<file path="src/rtl/hazard_scoreboard_if.sv">
// hazard_scoreboard_if: decode-slot bundle, hold and issue/mask results shared between ID and the scoreboard
`ifndef NUM_PIPE_MASKS
`define NUM_PIPE_MASKS 5
`define PIPE_REG_PC 1
`define PIPE_REG_IF_ID 2
`define PIPE_REG_ID_EX 4
`define PIPE_REG_EX_MEM 8
`define PIPE_REG_MEM_WB 16
`endif
interface hazard_scoreboard_if #(
  parameter int ISSUE_WIDTH = 2,
  parameter int REG_BITS = 5,
  parameter int STAT_BITS = 16
);
  logic hold;
  logic [ISSUE_WIDTH-1:0] slot_valid, slot_dst_en, slot_is_load, issue_grant;
  logic [ISSUE_WIDTH*REG_BITS-1:0] slot_rs, slot_rt, slot_dst;
  logic [ISSUE_WIDTH*2-1:0] slot_src_mask;
  logic [ISSUE_WIDTH*`NUM_PIPE_MASKS-1:0] stall, flush;
  logic [STAT_BITS-1:0] stall_cycles;
  modport master (
    output hold, slot_valid, slot_rs, slot_rt, slot_dst, slot_src_mask, slot_dst_en, slot_is_load,
    input issue_grant, stall, flush, stall_cycles
  );
  modport slave (
    input hold, slot_valid, slot_rs, slot_rt, slot_dst, slot_src_mask, slot_dst_en, slot_is_load,
    output issue_grant, stall, flush, stall_cycles
  );
endinterface

</file>
<file path="src/rtl/hazard_scoreboard.sv">
// hazard_scoreboard: N-issue load-use scoreboard with in-order partial issue and per-slot pipeline masks
module hazard_scoreboard #(
  parameter int ISSUE_WIDTH = 2,
  parameter int REG_BITS = 5,
  parameter int LOAD_LATENCY = 1,
  parameter int STAT_BITS = 16
) (
  input logic clk,
  input logic reset,
  hazard_scoreboard_if.slave bus
);
  localparam int NR = 1 << REG_BITS;
  localparam int CB = $clog2(LOAD_LATENCY + 1);
  localparam int NM = `NUM_PIPE_MASKS;
  localparam logic [NM-1:0] M_HELD = NM'(`PIPE_REG_PC | `PIPE_REG_IF_ID);
  localparam logic [NM-1:0] M_PC = NM'(`PIPE_REG_PC);
  localparam logic [NM-1:0] M_IFID = NM'(`PIPE_REG_IF_ID);
  localparam logic [NM-1:0] M_IDEX = NM'(`PIPE_REG_ID_EX);
  logic [CB-1:0] busy_q [NR];
  logic [CB-1:0] busy_d [NR];
  logic [STAT_BITS-1:0] stall_cycles_q, stall_cycles_d;
  logic [ISSUE_WIDTH-1:0] grant, waiting;
  logic [ISSUE_WIDTH*NM-1:0] stall_m, flush_m;
  logic partial;
  always_comb begin
    logic [REG_BITS-1:0] rs, rt, dk, di;
    logic rd_rs, rd_rt, blk, in_order;
    rs = '0;
    rt = '0;
    dk = '0;
    di = '0;
    rd_rs = 1'b0;
    rd_rt = 1'b0;
    blk = 1'b0;
    in_order = 1'b1;
    grant = '0;
    for (int k = 0; k < ISSUE_WIDTH; k++) begin
      rs = bus.slot_rs[k*REG_BITS +: REG_BITS];
      rt = bus.slot_rt[k*REG_BITS +: REG_BITS];
      dk = bus.slot_dst[k*REG_BITS +: REG_BITS];
      rd_rs = bus.slot_src_mask[2*k] && rs != '0;
      rd_rt = bus.slot_src_mask[2*k+1] && rt != '0;
      blk = !in_order || (rd_rs && busy_q[rs] != '0) || (rd_rt && busy_q[rt] != '0);
      // no same-cycle forwarding between slots, so any older writer of a source or of our dst holds us
      for (int i = 0; i < k; i++) begin
        di = bus.slot_dst[i*REG_BITS +: REG_BITS];
        blk = blk || (bus.slot_valid[i] && bus.slot_dst_en[i] && di != '0 &&
              ((rd_rs && di == rs) || (rd_rt && di == rt) || (bus.slot_dst_en[k] && di == dk)));
      end
      grant[k] = bus.slot_valid[k] && !blk && !bus.hold;
      in_order = in_order && !(bus.slot_valid[k] && !grant[k]);
    end
  end
  assign waiting = bus.slot_valid & ~grant;
  assign partial = !bus.hold && |waiting;
  always_comb begin
    stall_m = '0;
    flush_m = '0;
    for (int k = 0; k < ISSUE_WIDTH; k++) begin
      stall_m[k*NM +: NM] = (bus.hold || waiting[k]) ? M_HELD : (grant[k] && partial) ? M_PC : '0;
      flush_m[k*NM +: NM] = bus.hold ? '0 : waiting[k] ? M_IDEX : (grant[k] && partial) ? M_IFID : '0;
    end
  end
  always_comb begin
    busy_d = busy_q;
    stall_cycles_d = stall_cycles_q;
    if (!bus.hold) begin
      for (int r = 0; r < NR; r++)
        busy_d[r] = (busy_q[r] != '0) ? busy_q[r] - CB'(1) : '0;
      for (int k = 0; k < ISSUE_WIDTH; k++)
        if (grant[k] && bus.slot_is_load[k] && bus.slot_dst[k*REG_BITS +: REG_BITS] != '0)
          busy_d[bus.slot_dst[k*REG_BITS +: REG_BITS]] = CB'(LOAD_LATENCY);
      stall_cycles_d = (partial && !(&stall_cycles_q)) ? stall_cycles_q + 1'b1 : stall_cycles_q;
    end
  end
  always_ff @(posedge clk or posedge reset)
    if (reset) begin
      busy_q <= '{default: '0};
      stall_cycles_q <= '0;
    end else begin
      busy_q <= busy_d;
      stall_cycles_q <= stall_cycles_d;
    end
  assign bus.issue_grant = reset ? '0 : grant;
  assign bus.stall = reset ? '0 : stall_m;
  assign bus.flush = reset ? '0 : flush_m;
  assign bus.stall_cycles = reset ? '0 : stall_cycles_q;
endmodule

</file>
<file path="src/flat_wrapper.sv">
// flat-port wrapper written by rule: the top's interface ports become plain ports
module hazard_scoreboard_flat 
#(
  parameter int ISSUE_WIDTH = 2,
  parameter int REG_BITS = 5,
  parameter int LOAD_LATENCY = 1,
  parameter int STAT_BITS = 16
)
  (clk, reset, bus_hold, bus_slot_valid, bus_slot_rs, bus_slot_rt, bus_slot_dst, bus_slot_src_mask, bus_slot_dst_en, bus_slot_is_load, bus_issue_grant, bus_stall, bus_flush, bus_stall_cycles);
  hazard_scoreboard_if #(.ISSUE_WIDTH(ISSUE_WIDTH), .REG_BITS(REG_BITS), .STAT_BITS(STAT_BITS)) bus_i ();
  input logic clk;
  input logic reset;
  input wire logic [$bits(bus_i.hold)-1:0] bus_hold;
  input wire logic [$bits(bus_i.slot_valid)-1:0] bus_slot_valid;
  input wire logic [$bits(bus_i.slot_rs)-1:0] bus_slot_rs;
  input wire logic [$bits(bus_i.slot_rt)-1:0] bus_slot_rt;
  input wire logic [$bits(bus_i.slot_dst)-1:0] bus_slot_dst;
  input wire logic [$bits(bus_i.slot_src_mask)-1:0] bus_slot_src_mask;
  input wire logic [$bits(bus_i.slot_dst_en)-1:0] bus_slot_dst_en;
  input wire logic [$bits(bus_i.slot_is_load)-1:0] bus_slot_is_load;
  output wire logic [$bits(bus_i.issue_grant)-1:0] bus_issue_grant;
  output wire logic [$bits(bus_i.stall)-1:0] bus_stall;
  output wire logic [$bits(bus_i.flush)-1:0] bus_flush;
  output wire logic [$bits(bus_i.stall_cycles)-1:0] bus_stall_cycles;
  assign bus_i.hold = bus_hold;
  assign bus_i.slot_valid = bus_slot_valid;
  assign bus_i.slot_rs = bus_slot_rs;
  assign bus_i.slot_rt = bus_slot_rt;
  assign bus_i.slot_dst = bus_slot_dst;
  assign bus_i.slot_src_mask = bus_slot_src_mask;
  assign bus_i.slot_dst_en = bus_slot_dst_en;
  assign bus_i.slot_is_load = bus_slot_is_load;
  assign bus_issue_grant = bus_i.issue_grant;
  assign bus_stall = bus_i.stall;
  assign bus_flush = bus_i.flush;
  assign bus_stall_cycles = bus_i.stall_cycles;
  hazard_scoreboard #(.ISSUE_WIDTH(ISSUE_WIDTH), .REG_BITS(REG_BITS), .LOAD_LATENCY(LOAD_LATENCY), .STAT_BITS(STAT_BITS)) u_core (.clk(clk), .reset(reset), .bus(bus_i));
endmodule
</file>
<file path="config.mk">
export PLATFORM = sky130hd
export DESIGN_NAME = hazard_scoreboard_flat
export DESIGN_NICKNAME = d
export VERILOG_FILES = /design/src/rtl/hazard_scoreboard_if.sv /design/src/rtl/hazard_scoreboard.sv /design/src/flat_wrapper.sv
export SDC_FILE = /design/constraint.sdc
export NUM_CORES = 1
export LEC_CHECK = 0
export BUFFER_PORTS_ARGS = -buffer_cell sky130_fd_sc_hd__buf_2
export CORE_MARGIN = 5
export CORE_UTILIZATION = 57
export DETAILED_ROUTE_END_ITERATION = 16
export PLACE_DENSITY = 0.89
export SYNTH_ARGS = -nofsm -noshare
export SYNTH_HDL_FRONTEND = slang
export SYNTH_SLANG_ARGS = --single-unit
export TNS_END_PERCENT = 20
</file>
<file path="constraint.sdc">
create_clock -name clk -period 3.5 [get_ports clk]
set_input_delay 0.525 -clock clk [delete_from_list [all_inputs] [get_ports clk]]
set_output_delay 0.525 -clock clk [all_outputs]
set_load 0.01 [all_outputs]
</file>
## After elaboration in Yosys (flattened, before gate mapping)

Cells that the tools add are included.
W data, S select, Z words.

| storage, ports and cells | value |
|---|---|
| bits in registers | 48 |
| bits of input ports | 43 |
| output and inout port bits | 38 |
| logic and storage cells | 204 |

| cells by class | value |
|---|---|
| add/sub/neg operators | 33 |
| $lt $le $gt $ge | 8 |
| equality and inequality tests | 3 |
| mux-type cells | 65 |
| bitwise gates (word level) | 11 |
| reduce and logical (&&, ||, !) cells | 51 |

Operators by type and width:

| cell | count |
|---|---|
| $mux W32 | 3 |
| $or A32 B32 Y32 | 2 |
| $mux W1 | 44 |
| $ge A6 B6 Y1 const B | 6 |
| $not A5 Y6 | 6 |
| $sub A1 B1 Y1 const B | 32 |
| $mux W5 | 6 |
| $reduce_bool A5 Y1 | 6 |
| $logic_and A1 B1 Y1 | 29 |
| $bmux W1 S5 | 4 |
| $mux W10 | 2 |
| $add A16 B1 Y16 const B | 1 |
| $mux W16 | 1 |
| $reduce_and A16 Y1 | 1 |
| $eq A5 B5 Y1 | 3 |
| $lt A6 B1 Y1 const B | 2 |
| $demux W1 S5 | 2 |
| $logic_or A1 B1 Y1 | 8 |
| $mux W2 | 3 |
| $logic_not A1 Y1 | 5 |
| $and A2 B2 Y2 | 1 |
| $not A2 Y2 | 1 |
| $reduce_and A2 Y1 | 1 |
| $reduce_or A2 Y1 | 1 |
| $not A1 Y1 | 1 |

## Depth between registers and ports, before layout

| logic depth | value |
|---|---|
| depth in word-level cells | 26 |
| mapped depth | 10 |
| depth with buffers taken out | 7 |

## Worst setup path before layout

Ideal clock, no wire load.

| timing | value |
|---|---|
| kind | input -> output |
| start | in bus_slot_rt[6] |
| end | out bus_stall[5] |
| data arrival time | 2539 ps |
| data required time | 2975 ps |
| setup slack | 436 ps |
| stages | 9 |
| path buffers | 2 |
| path through | buf_6 or4_4 o21ai_2 a211oi_2 a2111oi_2 and4_4 o21ai_4 buf_6 a22o_1 |

| on the way | value |
|---|---|
| longest elaborated chain between the ends | 18 |
| elaborated cells on any way between the ends | 26 |
| those cells by class | eq/ne (1); mux (6); bitwise (3); reduce/logical (16) |

RTL lines:

| item | line | text |
|---|---|---|
| start, declared | flat_wrapper.sv:16 | `input wire logic [$bits(bus_i.slot_rt)-1:0] bus_slot_rt;` |
| $not A5 Y6 (not written as such) or $reduce_bool A5 Y1 (tied branches) | hazard_scoreboard.sv:43, hazard_scoreboard.sv:42 |  |
| $bmux W1 S5 or $logic_and A1 B1 Y1 (tied branches) | hazard_scoreboard.sv:43, hazard_scoreboard.sv:42 |  |
| $mux W1 (not written as such) or $logic_and A1 B1 Y1 (tied branches) | hazard_scoreboard.sv:43, hazard_scoreboard.sv:48 |  |
| $mux W1 (not written as such) or $logic_or A1 B1 Y1 (tied branches) | hazard_scoreboard.sv:43, hazard_scoreboard.sv:48 |  |
| $logic_and A1 B1 Y1 or $logic_or A1 B1 Y1 (tied branches) | hazard_scoreboard.sv:43, hazard_scoreboard.sv:48 |  |
| $logic_or A1 B1 Y1 or $logic_and A1 B1 Y1 (tied branches) | hazard_scoreboard.sv:43, hazard_scoreboard.sv:47 |  |
| $logic_or A1 B1 Y1 (*) | hazard_scoreboard.sv:47 | `blk = blk \|\| (bus.slot_valid[i] && bus.slot_dst_en[i] && di != '0 &&` |
| $logic_not A1 Y1 (*) | hazard_scoreboard.sv:50 | `grant[k] = bus.slot_valid[k] && !blk && !bus.hold;` |
| $logic_and A1 B1 Y1 (*) (2 in series) | hazard_scoreboard.sv:50 |  |
| $not A2 Y2 | hazard_scoreboard.sv:54 | `assign waiting = bus.slot_valid & ~grant;` |
| $and A2 B2 Y2 | hazard_scoreboard.sv:54 |  |
| $reduce_or A2 Y1 | hazard_scoreboard.sv:55 | `assign partial = !bus.hold && \|waiting;` |
| $logic_and A1 B1 Y1 | hazard_scoreboard.sv:55 |  |
| $logic_and A1 B1 Y1 | hazard_scoreboard.sv:60 | `stall_m[k*NM +: NM] = (bus.hold \|\| waiting[k]) ? M_HELD : (grant[k] && partial) ? M_PC : '0;` |
| $mux W1 | hazard_scoreboard.sv:60 |  |
| $mux W5 (*) | hazard_scoreboard.sv:60 |  |
| $mux W10 (*) | hazard_scoreboard.sv:85 | `assign bus.stall = reset ? '0 : stall_m;` |
| end, declared | flat_wrapper.sv:22 | `output wire logic [$bits(bus_i.stall)-1:0] bus_stall;` |

Every way passes the cells marked *; elsewhere a longest branch is shown, timed or not. The select of a mux whose other input is x is not followed.

## Worst setup path in the final report

| timing | value |
|---|---|
| start | in bus_slot_rt[5] |
| end | out bus_stall[0] |

| on the way | value |
|---|---|
| longest elaborated chain between the ends | 18 |
| elaborated cells on any way between the ends | 25 |
| those cells by class | eq/ne (1); mux (6); bitwise (3); reduce/logical (15) |

RTL lines:

| item | line |
|---|---|
| $not A5 Y6 (not written as such) or $reduce_bool A5 Y1 (tied branches) | hazard_scoreboard.sv:43, hazard_scoreboard.sv:42 |
| $bmux W1 S5 or $logic_and A1 B1 Y1 (tied branches) | hazard_scoreboard.sv:43, hazard_scoreboard.sv:42 |
| $mux W1 (not written as such) or $logic_and A1 B1 Y1 (tied branches) | hazard_scoreboard.sv:43, hazard_scoreboard.sv:48 |
| $mux W1 (not written as such) or $logic_or A1 B1 Y1 (tied branches) | hazard_scoreboard.sv:43, hazard_scoreboard.sv:48 |
| $logic_and A1 B1 Y1 or $logic_or A1 B1 Y1 (tied branches) | hazard_scoreboard.sv:43, hazard_scoreboard.sv:48 |
| $logic_or A1 B1 Y1 or $logic_and A1 B1 Y1 (tied branches) | hazard_scoreboard.sv:43, hazard_scoreboard.sv:47 |
| $logic_or A1 B1 Y1 (*) | hazard_scoreboard.sv:47 |
| $logic_not A1 Y1 (*) | hazard_scoreboard.sv:50 |
| $logic_and A1 B1 Y1 (*) (2 in series) | hazard_scoreboard.sv:50 |
| $not A2 Y2 (*) | hazard_scoreboard.sv:54 |
| $and A2 B2 Y2 (*) | hazard_scoreboard.sv:54 |
| $reduce_or A2 Y1 (*) | hazard_scoreboard.sv:55 |
| $logic_and A1 B1 Y1 (*) | hazard_scoreboard.sv:55 |
| $logic_and A1 B1 Y1 (*) | hazard_scoreboard.sv:60 |
| $mux W1 (*) | hazard_scoreboard.sv:60 |
| $mux W5 (*) | hazard_scoreboard.sv:60 |
| $mux W10 (*) | hazard_scoreboard.sv:85 |

Marked as above.

==> run_results.csv <==
group,metric,value,unit
global_route,grt_pass1_vias,4037,
global_route,grt_usage,26.53,%
clock_network,clock_latency,0.31,ns
drt,wl_per_cell,22.70,um
synth,synthSimpleGateAreaFrac,18.62,%
floorplan,core,7647,um2
timing,grt_setup_unrepaired,"false",
timing,max_freq,0.3004,GHz
layout,area_delta_synth_final,6.723,%
setup_path,critPathMaxFanout,10,
power_and_ir_drop,peakVddDrop,0.2454,mV
synth,yosysSeqAreaShare,27.00,%
synth,synth_seq_cells,48,
clock_network,htree_levels,2,
power_and_ir_drop,powerDensity,302.8,nW/um2
drt,vias,4017,
floorplan,num_rows,32,
floorplan,dieArea,9670,um2
global_route,grt_pass1_wl,20910,um
setup_path,crit_type,"input pin to primary output",
timing,layout_min_cycle_time,3.329,ns
clock_network,cts_sinks,48,
synth,synth_mux_area_share,16.85,%
timing,worstMarginPinSlew,0.7414,ns
setup_path,arrival,2.80,ns
worst_hold_path,hp-class,"input pin to async pin",
synth,synth_top_family_by_area,"compound AO/OA/AOI/OAI gates",
drt,ant_nets,0,
synth,synth-edff-count,0,
clock_network,clkTransAtPathRegs,0.09,ns
synth,synthTopCellsByArea,"dfrtp_1 (27%), mux4_2 (8.6%), a32oi_1 (5.7%)",
setup_path,r2r_setup_slack,0.72,ns
clock_network,cts_made_buffers,5,
global_route,overflow,0,
synth,synth_xor_xnor_area_share,5.513,%
global_route,grt_max_degree,44,
synth,synth_compound_area_share,21.88,%
placement,place_hpwl,9602,um
setup_path,worstRegToRegCells,8,
synth,syn_area,4448,um2
setup_path,crit_path_end_kind,"primary output",
layout,nNetsFinal,517,
floorplan,ioPinCount,81,
setup_path,cpMaxStageDelayCell,"mux4_1",
setup_path,required,2.97,ns
clock_network,cts_tree,"yes",
drt,drt_iter0_drc,474,
timing,relSlewSlack,50.47,%
synth,synth_top_flop_cell,"dfrtp_1",
timing,clock_skew,0.006390,ns
layout,multi_input_area,2859,um2
synth,synth-adder-area-share,0.2813,%
synth,synth_top_area_share,27.00,%
setup_path,start_kind,"input pin",
layout,fin_util,62.07,%
floorplan,die_x,98.34,um
timing,drv_slew,0,
layout,final_cell_mix,"buf_2 (67), dfrtp_1 (48), o31ai_1 (31)",
layout,final_common_cell,"buf_2",
setup_path,cp_cell_sequence,"buf_2 -> mux4_1 -> a22oi_1 -> nand3_1 -> a32oi_1 -> and4_4 -> o21ai_4 -> a32o_1 -> buf_2",
clock_network,cts_buffer_depth,2,
timing,final_hold_viol_count,0,
clock_network,root_buffer,"clkbuf_8",
synth,netlist_instances,426,
timing,tns,0,ns
layout,layout.area.seq,1201,um2
power_and_ir_drop,leakagePower,1.964,nW
drt,firstDrtPassIters,5,
synth,syn_avg_cell_area,10.44,um2
synth,synth_cell_types,74,
layout,fill_cells,628,
job,max_cap_viol_count,0,
placement,gp_congestion,1.008,
setup_path,crit_top_cell,"buf_2",
setup_path,r2r-end,"u_core.busy_q[13]$_DFFE_PP0N_",
placement,io_buffer_count,67,
floorplan,fp.dieH,98.34,um
synth,yosys_warnings,0,
timing,finalCritPeriodShare,95.11,%
setup_path,cp.depth,9,
setup_path,crit_buf_inv,2,
drt,avgViaCountPerCell,6.974,
setup_path,path_delay_family,"compound AO/OA/AOI/OAI gates",
run_status,status,"completed",
drt,drt-total-wl,13080,um
layout,drive_above_1_share,29.75,%
setup_path,cpPeakStageDelay,0.59,ns
synth,synth-async-reset-ratio,100.0,%
setup_path,r2r_start,"u_core.busy_q[1]$_DFFE_PP0N_",
setup_path,startpoint,"bus_slot_rt[5]",
floorplan,start_util,58.16,%
layout,antenna_cells,0,
drt,drc,0,
clock_network,cts_hold_buf,0,
global_route,antenna_found_initial,0,
synth,yosysTopAreaCell,"dfrtp_1",
timing,final-setup-viol-count,0,
==> flip-flops by register name, summed over array words and instances (netlist names) <==
| register | cells |
|---|---|
| u_core.busy_q | 32 |
| u_core.stall_cycles_q | 16 |
==> synthesized netlist by cell type (4+ instances only) <==
cell type	n
buf_4	16
a2111oi_0	4
mux4_2	17
nand2_1	17
buf_6	7
clkbuf_1	8
nor3_1	10
and3_1	4
nor2_1	14
o211ai_2	6
mux4_1	8
nand3_1	13
and2_1	11
xor2_1	10
nor3b_1	5
a21oi_1	5
xnor2_1	18
nor4_1	4
nand3b_1	4
clkbuf_8	8
nor2b_1	26
a32oi_1	29
buf_2	5
o31ai_1	31
mux2i_1	10
o2111ai_1	4
a31oi_1	5
dfrtp_1	48
inv_1	7
mux2_2	4
==> how the worst max path moves through the flow <==
stage	to	slack [ns]
2_1_floorplan	bus_stall[5]	0.44
3_3_place_gp	bus_stall[0]	0.29
3_5_place_dp	bus_stall[0]	0.17
4_1_cts	bus_stall[0]	0.13
5_1_grt	bus_stall[0]	0.07
6_report	bus_stall[0]	0.17
==> cells by family (layout without fill, tap and decap cells) <==
| family | Yosys count | count (layout) |
|---|---|---|
| fa+ha+maj | 1 | 1 |
| xor+xnor | 28 | 28 |
| flops | 48 | 48 |
| buf+inv | 57 | 93 |
| simple gates | 138 | 138 |
| other cells | 1 | 13 |
| mux | 40 | 40 |
| compound gates | 113 | 113 |
==> report_power, final <==
part | switching, mW | internal [mW] | total [mW]
Sequential | 0.0521 | 0.592 | 0.644
Clock | 0.196 | 0.215 | 0.411
Combinational | 0.226 | 0.157 | 0.382
==> timing repair <==
action / in CTS / in global routing
buffers inserted: 0 / 1
resized for setup: 0 / 1
setup endpoints to repair: 0 / 1
==> worst reg2reg max path, cell delays in order (launching register included) <==
cell,delay (ns)
dfrtp_1,0.49
mux4_2,0.49
and3_1,0.19
nor4b_1,0.29
a21oi_1,0.23
a221oi_2,0.33
buf_4,0.35
a32oi_1,0.19
o31ai_1,0.12
==> per-layer routing <==
| layer | wire, um | up-vias | global-route usage, % |
|---|---|---|---|
| met5 | 0 | - | 0 |
| met4 | 679 | 0 | 13.76 |
| met3 | 1323 | 60 | 4.643 |
| met2 | 6312 | 267 | 43.32 |
| met1 | 4761 | 1928 | 33.68 |
| li1 | - | 1762 | - |
==> stage by stage <==
stage          power, mW  setup slack, ns  hold WS [ns]  std cells  instance area, um2
2_1_floorplan     0.9338           0.4356        0.4526        438                4493
3_3_place_gp       1.011           0.2894        0.4735        567                4623
3_5_place_dp       1.029           0.1727        0.4788        567                4623
4_1_cts            1.435           0.1286        0.2882        575                4738
5_1_grt            1.509          0.07227        0.3234        576                4747
6_report           1.438           0.1712        0.2858        576                4747
==> area by class of cell <==
class / count / share of cell area, %
sequential: 48 / 25.30
tap: 102 / 2.688
inverter: 7 / 0.5535
multi-input combinational: 333 / 60.23
clock buffer: 5 / 1.450
clock inverter: 3 / 0.9752
timing repair buffer: 78 / 8.803
Note: power is estimated with default switching activity, not from simulation.
